File: src/rtl/sum_tree_pipe_if.sv
// Stream bundle for sum_tree_pipe: lane-parallel input beats in,
// one reduced sum and beat count per packet out, each side valid/ready.
interface sum_tree_pipe_if #(
    parameter int N         = 8,
    parameter int WIDTH     = 32,
    parameter int OUT_WIDTH = 32,
    parameter int CNT_W     = 16
);
    logic                 in_valid;
    logic                 in_ready;
    logic [N*WIDTH-1:0]   in_data;
    logic                 in_last;
    logic                 out_valid;
    logic                 out_ready;
    logic [OUT_WIDTH-1:0] out_data;
    logic [CNT_W-1:0]     out_beats;

    modport master (
        output in_valid, in_data, in_last, out_ready,
        input  in_ready, out_valid, out_data, out_beats
    );

    modport slave (
        input  in_valid, in_data, in_last, out_ready,
        output in_ready, out_valid, out_data, out_beats
    );
endinterface

File: src/rtl/sum_tree_pipe.sv
// Registered binary adder tree over N lanes with per-packet
// accumulation and valid/ready flow control on both sides.
module sum_tree_pipe #(
    parameter int N         = 8,
    parameter int WIDTH     = 32,
    parameter int OUT_WIDTH = 32,
    parameter int CNT_W     = 16
) (
    input logic            clk,
    input logic            rst_n,
    sum_tree_pipe_if.slave bus
);
    localparam int L  = $clog2(N);
    localparam int TW = WIDTH + L;

    logic                 drain;
    logic                 lmv;
    logic                 llast;
    logic [TW-1:0]        tree_sum;
    logic [OUT_WIDTH-1:0] tsum;
    logic [OUT_WIDTH-1:0] acc_sum;
    logic [CNT_W-1:0]     cnt_inc;

    logic                 ov_q, ov_d;
    logic [OUT_WIDTH-1:0] od_q, od_d;
    logic [CNT_W-1:0]     ob_q, ob_d;
    logic [OUT_WIDTH-1:0] acc_q, acc_d;
    logic [CNT_W-1:0]     cnt_q, cnt_d;

    assign drain = ov_q & bus.out_ready;

    for (genvar j = 1; j <= L; j++) begin : g_lvl
        localparam int W = WIDTH + j;
        localparam int M = N >> j;

        logic         v_q;
        logic         last_q;
        logic         ok;
        logic         ld;
        logic         src_v;
        logic         src_l;
        logic [W-1:0] s_q [M];
        logic [W-1:0] s_d [M];

        if (j == 1) begin : g_src
            assign src_v = bus.in_valid;
            assign src_l = bus.in_last;
            for (genvar i = 0; i < M; i++) begin : g_add
                assign s_d[i] =
                    {1'b0, bus.in_data[2*i*WIDTH +: WIDTH]} +
                    {1'b0, bus.in_data[(2*i+1)*WIDTH +: WIDTH]};
            end
        end else begin : g_src
            assign src_v = g_lvl[j-1].v_q;
            assign src_l = g_lvl[j-1].last_q;
            for (genvar i = 0; i < M; i++) begin : g_add
                assign s_d[i] =
                    {1'b0, g_lvl[j-1].s_q[2*i]} +
                    {1'b0, g_lvl[j-1].s_q[2*i+1]};
            end
        end

        // A closing beat may only leave the tree into a free output slot.
        if (j == L) begin : g_ok
            assign ok = !last_q | !ov_q | drain;
        end else begin : g_ok
            assign ok = g_lvl[j+1].ld;
        end

        assign ld = !v_q | ok;

        always_ff @(posedge clk or negedge rst_n) begin
            if (!rst_n) begin
                v_q    <= 1'b0;
                last_q <= 1'b0;
                for (int i = 0; i < M; i++) s_q[i] <= '0;
            end else if (ld) begin
                v_q    <= src_v;
                last_q <= src_l;
                if (src_v) s_q <= s_d;
            end
        end
    end

    assign tree_sum = g_lvl[L].s_q[0];
    assign llast    = g_lvl[L].last_q;
    assign lmv      = g_lvl[L].v_q & g_lvl[L].ok;

    if (OUT_WIDTH >= TW) begin : g_ext
        assign tsum = OUT_WIDTH'(tree_sum);
    end else begin : g_trunc
        logic unused_hi;
        assign tsum      = tree_sum[OUT_WIDTH-1:0];
        assign unused_hi = ^tree_sum[TW-1:OUT_WIDTH];
    end

    assign acc_sum = acc_q + tsum;
    assign cnt_inc = (&cnt_q) ? cnt_q : cnt_q + CNT_W'(1);

    always_comb begin
        ov_d  = ov_q;
        od_d  = od_q;
        ob_d  = ob_q;
        acc_d = acc_q;
        cnt_d = cnt_q;
        if (drain) ov_d = 1'b0;
        if (lmv) begin
            if (llast) begin
                ov_d  = 1'b1;
                od_d  = acc_sum;
                ob_d  = cnt_inc;
                acc_d = '0;
                cnt_d = '0;
            end else begin
                acc_d = acc_sum;
                cnt_d = cnt_inc;
            end
        end
    end

    always_ff @(posedge clk or negedge rst_n) begin
        if (!rst_n) begin
            ov_q  <= 1'b0;
            od_q  <= '0;
            ob_q  <= '0;
            acc_q <= '0;
            cnt_q <= '0;
        end else begin
            ov_q  <= ov_d;
            od_q  <= od_d;
            ob_q  <= ob_d;
            acc_q <= acc_d;
            cnt_q <= cnt_d;
        end
    end

    assign bus.in_ready  = g_lvl[1].ld;
    assign bus.out_valid = ov_q;
    assign bus.out_data  = od_q;
    assign bus.out_beats = ob_q;
endmodule

File: src/flat_wrapper.sv
// flat-port wrapper written by rule: the top's interface ports become plain ports
module sum_tree_pipe_flat 
#(
    parameter int N         = 8,
    parameter int WIDTH     = 32,
    parameter int OUT_WIDTH = 32,
    parameter int CNT_W     = 16
)
  (clk, rst_n, bus_in_valid, bus_in_data, bus_in_last, bus_out_ready, bus_in_ready, bus_out_valid, bus_out_data, bus_out_beats);
  sum_tree_pipe_if #(.N(N), .WIDTH(WIDTH), .OUT_WIDTH(OUT_WIDTH), .CNT_W(CNT_W)) bus_i ();
  input logic clk;
  input logic rst_n;
  input wire logic [$bits(bus_i.in_valid)-1:0] bus_in_valid;
  input wire logic [$bits(bus_i.in_data)-1:0] bus_in_data;
  input wire logic [$bits(bus_i.in_last)-1:0] bus_in_last;
  input wire logic [$bits(bus_i.out_ready)-1:0] bus_out_ready;
  output wire logic [$bits(bus_i.in_ready)-1:0] bus_in_ready;
  output wire logic [$bits(bus_i.out_valid)-1:0] bus_out_valid;
  output wire logic [$bits(bus_i.out_data)-1:0] bus_out_data;
  output wire logic [$bits(bus_i.out_beats)-1:0] bus_out_beats;
  assign bus_i.in_valid = bus_in_valid;
  assign bus_i.in_data = bus_in_data;
  assign bus_i.in_last = bus_in_last;
  assign bus_i.out_ready = bus_out_ready;
  assign bus_in_ready = bus_i.in_ready;
  assign bus_out_valid = bus_i.out_valid;
  assign bus_out_data = bus_i.out_data;
  assign bus_out_beats = bus_i.out_beats;
  sum_tree_pipe #(.N(N), .WIDTH(WIDTH), .OUT_WIDTH(OUT_WIDTH), .CNT_W(CNT_W)) u_core (.clk(clk), .rst_n(rst_n), .bus(bus_i));
endmodule
File: config.mk
export PLATFORM = sky130hd
export DESIGN_NAME = sum_tree_pipe_flat
export DESIGN_NICKNAME = d
export VERILOG_FILES = /design/src/rtl/sum_tree_pipe_if.sv /design/src/rtl/sum_tree_pipe.sv /design/src/flat_wrapper.sv
export SDC_FILE = /design/constraint.sdc
export NUM_CORES = 1
export LEC_CHECK = 0
export BUFFER_PORTS_ARGS = -buffer_cell sky130_fd_sc_hd__buf_2
export CORE_ASPECT_RATIO = 1.2
export CORE_UTILIZATION = 27
export CTS_BUF_LIST = sky130_fd_sc_hd__clkbuf_16
export DETAILED_ROUTE_END_ITERATION = 6
export SLEW_MARGIN = 20
export SYNTH_ARGS = -nofsm -noshare
export SYNTH_HDL_FRONTEND = slang
export SYNTH_SLANG_ARGS = --single-unit
export TNS_END_PERCENT = 5
File: constraint.sdc
create_clock -name clk -period 7.5 [get_ports clk]
set_input_delay 0.75 -clock clk [delete_from_list [all_inputs] [get_ports clk]]
set_output_delay 0.75 -clock clk [all_outputs]
set_load 0.02 [all_outputs]
==> metrics.log <==
[metrics] worst rel slew slack: 31.7%
[metrics] primary flip-flop cell chosen by synthesis mapping: dfrtp_1
[metrics] Ports: 311
[metrics] Final HPWL DP: 57.0 mm
[metrics] Max Slew Vio Count: 0
[metrics] worst endpoint data arrival time: around 4000 ps
[metrics] startpoint of the lowest-slack register-to-register path: u_core.g_lvl[1].s_q[0]
[metrics] share of the clock period used by the worst path: approximately 47%
[metrics] per-cell routed wire length: 16.1 um
[metrics] RSZ-0062 raised after global routing: no
[metrics] ys async rst share: 100%
[metrics] largest net degree at the start of global routing: 147
[metrics] Final nets: 3,730
[metrics] Via Count: 22,400
[metrics] post-synthesis average cell area: approximately 8.5 um2
[metrics] die boundary height: between 300 and 400 um
[metrics] gp weighted congestion: 0.881
[metrics] number of global-route vias before repair: 21,200
[metrics] final number of setup-violating endpoints: 0
[metrics] WS Path Type: in2reg
[metrics] Min-Delay Path Class: in2async
[metrics] Yosys top cell area share: between 30% and 40%
[metrics] number of rows created at floorplan: 122
[metrics] die area: 94,400 um2
[metrics] Total Neg Setup Slack: 0 ps
[metrics] number of fill cells: 9,873
[metrics] TritonCTS clock tree: done
[metrics] maximum clock rate: about 0.28 GHz
[metrics] number of library cell types mapped by synthesis: 83
[metrics] cell count after placement: 4,410
[metrics] leftover overflow at the end of global routing: 0
[metrics] share of cells above drive strength 1: about an eighth
[metrics] Starting Density: ~27%
[metrics] die outline width: roughly 280 um
[metrics] Worst Setup Start Kind: input pin
[metrics] reg-to-reg slack, setup: 4290 ps
[metrics] port buffer count: 310
[metrics] clock buffers created by TritonCTS: 40
[metrics] placeable core area: 92,200 um2
[metrics] wire length reported by the detailed router: approximately 72 mm
[metrics] CTS Root Buffer Type: clkbuf_16
[metrics] max-capacitance violation count: 0
[metrics] leakage power: 13.8 nW
[metrics] global-route usage over all layers: between 15 and 20%
[metrics] count of flip-flops with a built-in enable after synthesis: 0
[metrics] YS warnings: 0
[metrics] kind of end point of the critical path: flip-flop
[metrics] power per cell area: ~330 nW/um2
[metrics] required time at the endpoint of the critical path: 7920 ps
[metrics] number of synthesized register bits: 327
[metrics] cells taking the most area after synthesis: dfrtp_1 (33%), ha_1 (12%), nand2_1 (7.3%)
[metrics] Cells after Synth: 2,955
[metrics] post-synth net total: 3,473
[metrics] Iter 0 DRT Violations: 1,637
[metrics] latest clock arrival within the worst-skew pair: 570 ps
[metrics] Detail Route Antenna Nets: 0
[metrics] Yosys top cell by area: dfrtp_1
[metrics] number of gates given a new drive strength after cts: 0
[metrics] commonest cells after routing, fill and taps aside: nand2_1 (484), dfrtp_1 (327), o21ai_0 (313)
[metrics] DRC Markers: 0
[metrics] Post-CTS Setup Repair Bufs: 0
[metrics] area of the multi-input gates: 16,300 um2
[metrics] maximum fanout along the worst path: 4
[metrics] Post-Synthesis Cell Area: 25,200 um2
[metrics] hold_buf cts: 0
[metrics] sequential share of the synthesized area: about 33%
[metrics] Area growth, synth to finish: 16.6%
[metrics] first-pass GRT wire length: 114 mm
[metrics] result of the run: finished, final reports clean
[metrics] routed via count divided by cell count: 5.00
[metrics] number of cell instances on the worst register-to-register path: 10
[metrics] Seq. cell area: between 8000 and 9000 um2
[metrics] actual slew at the worst max-slew pin: 1020 ps
[metrics] clk slew on worst S/H paths: 60 ps
[metrics] Final Critical Period: 3550 ps
[metrics] CTS HTree Levels: 2
[metrics] sink count of the clock tree: 327
[metrics] Post-Layout Cell Count: 4,484
[metrics] maximum buffer depth of the clock tree: 3
[metrics] end of the worst register-to-register path: u_core.g_lvl[2].s_q[24]
[metrics] detailed-routing iteration count for the pre-antenna-repair pass: 5
[metrics] maximum ir drop on the vdd rail: 0.000160 V
[metrics] number of antenna violations at the first check in global routing: 2
[metrics] Final Hold Fails: 0
[metrics] Worst Clk Skew: 27.3 ps
[metrics] most frequent standard cell in the layout excluding fill and tap cells: nand2_1
## per-stage QoR
stage | hold WS (ps) | setup WS, ps | utilization (%) | cell area [um2] | power (mW)
2_1_floorplan | 430 | 4290 | - | 25200 | 6.34
3_3_place_gp | 449 | 3340 | 30.4 | 28000 | 7.77
3_5_place_dp | 459 | 3370 | 30.4 | 28000 | 7.82
4_1_cts | 290 | 3970 | 31.8 | 29300 | 9.90
5_1_grt | 318 | 3670 | 31.8 | 29300 | 10.6
6_report | 264 | 3950 | 31.8 | 29300 | 9.78
## power breakdown
part	internal, mW	total (mW)	switching (mW)	leakage [nW]
Combinational	2.03	4.97	2.93	9.10
Sequential	2.33	2.80	0.467	4.05
Clock	1.22	2.02	0.800	0.680
## metal layers
| metal | global-route usage [%] | wire (um) | vias to the layer above |
|---|---|---|---|
| li1 | - | - | 11400 |
| met1 | 19.0 | 32000 | 10500 |
| met2 | 27.1 | 36500 | 397 |
| met3 | 1.66 | 2330 | 79 |
| met4 | 3.53 | 1350 | 0 |
| met5 | 0 | 0 | - |
## cell type report
class | count | share of cell area, %
antenna | 1 | 0.00853
clock buffer | 40 | 3.41
clock inverter | 33 | 1.19
inverter | 63 | 0.806
multi-input combinational | 2458 | 55.7
sequential | 327 | 27.9
tap | 1240 | 5.29
timing repair buffer | 322 | 5.67
## worst max-delay path by stage
stage / slack [ps] / startpoint / endpoint / cells after the start
global placement: 3340 / bus_in_data[128] / u_core.g_lvl[1].s_q[61] / 11
CTS: 3970 / bus_in_data[128] / u_core.g_lvl[1].s_q[61] / 11
floorplan: 4290 / bus_in_data[128] / u_core.g_lvl[1].s_q[61] / 10
detailed placement: 3370 / bus_in_data[128] / u_core.g_lvl[1].s_q[61] / 11
finish: 3950 / bus_in_data[128] / u_core.g_lvl[1].s_q[61] / 11
global route: 3670 / bus_in_data[128] / u_core.g_lvl[1].s_q[61] / 11
## cells in the mapped netlist, drive strengths merged, types with 63 or more instances
cell type and instances:
xor2 105, ha 249, a21oi 227, dfrtp 327
inv 63, nand3 70, o21ai 317, nor2 112
a21o 145, xnor2 109, nand2 486, clkbuf 88
## sequential cells by signal, summed over array words and instances (netlist names)
register	flops
u_core.acc_q	32
u_core.bus.out_beats	16
u_core.bus.out_data	32
u_core.bus.out_valid	1
u_core.cnt_q	16
u_core.g_lvl.last_q	3
u_core.g_lvl.s_q	224
u_core.g_lvl.v_q	3
## worst max-delay path, stage by stage
cell	delay [ps]
buf_2	100
ha_1	230
fa_1	410
a21o_1	210
a2111oi_1	640
o311ai_0	420
a21boi_1	480
o31ai_1	210
a41oi_1	270
xor2_1	150
o21ai_0	80
## logic make-up (layout without fill, tap and decap cells)
| kind of cell | count (synthesis) | in the layout | synth area share, % |
|---|---|---|---|
| adder cells (fa/ha/maj) | 257 | 257 | 13.0 |
| XOR/XNOR | 215 | 215 | 7.54 |
| multiplexers | 32 | 32 | 1.38 |
| AO/OA/AOI/OAI | 1042 | 1042 | 26.4 |
| buffers and inverters | 170 | 458 | 2.58 |
| AND/OR/NAND/NOR | 912 | 912 | 16.5 |
| other | 0 | 1 | 0 |
| flip-flops | 327 | 327 | 32.5 |
(Power assumes the default switching activity.)
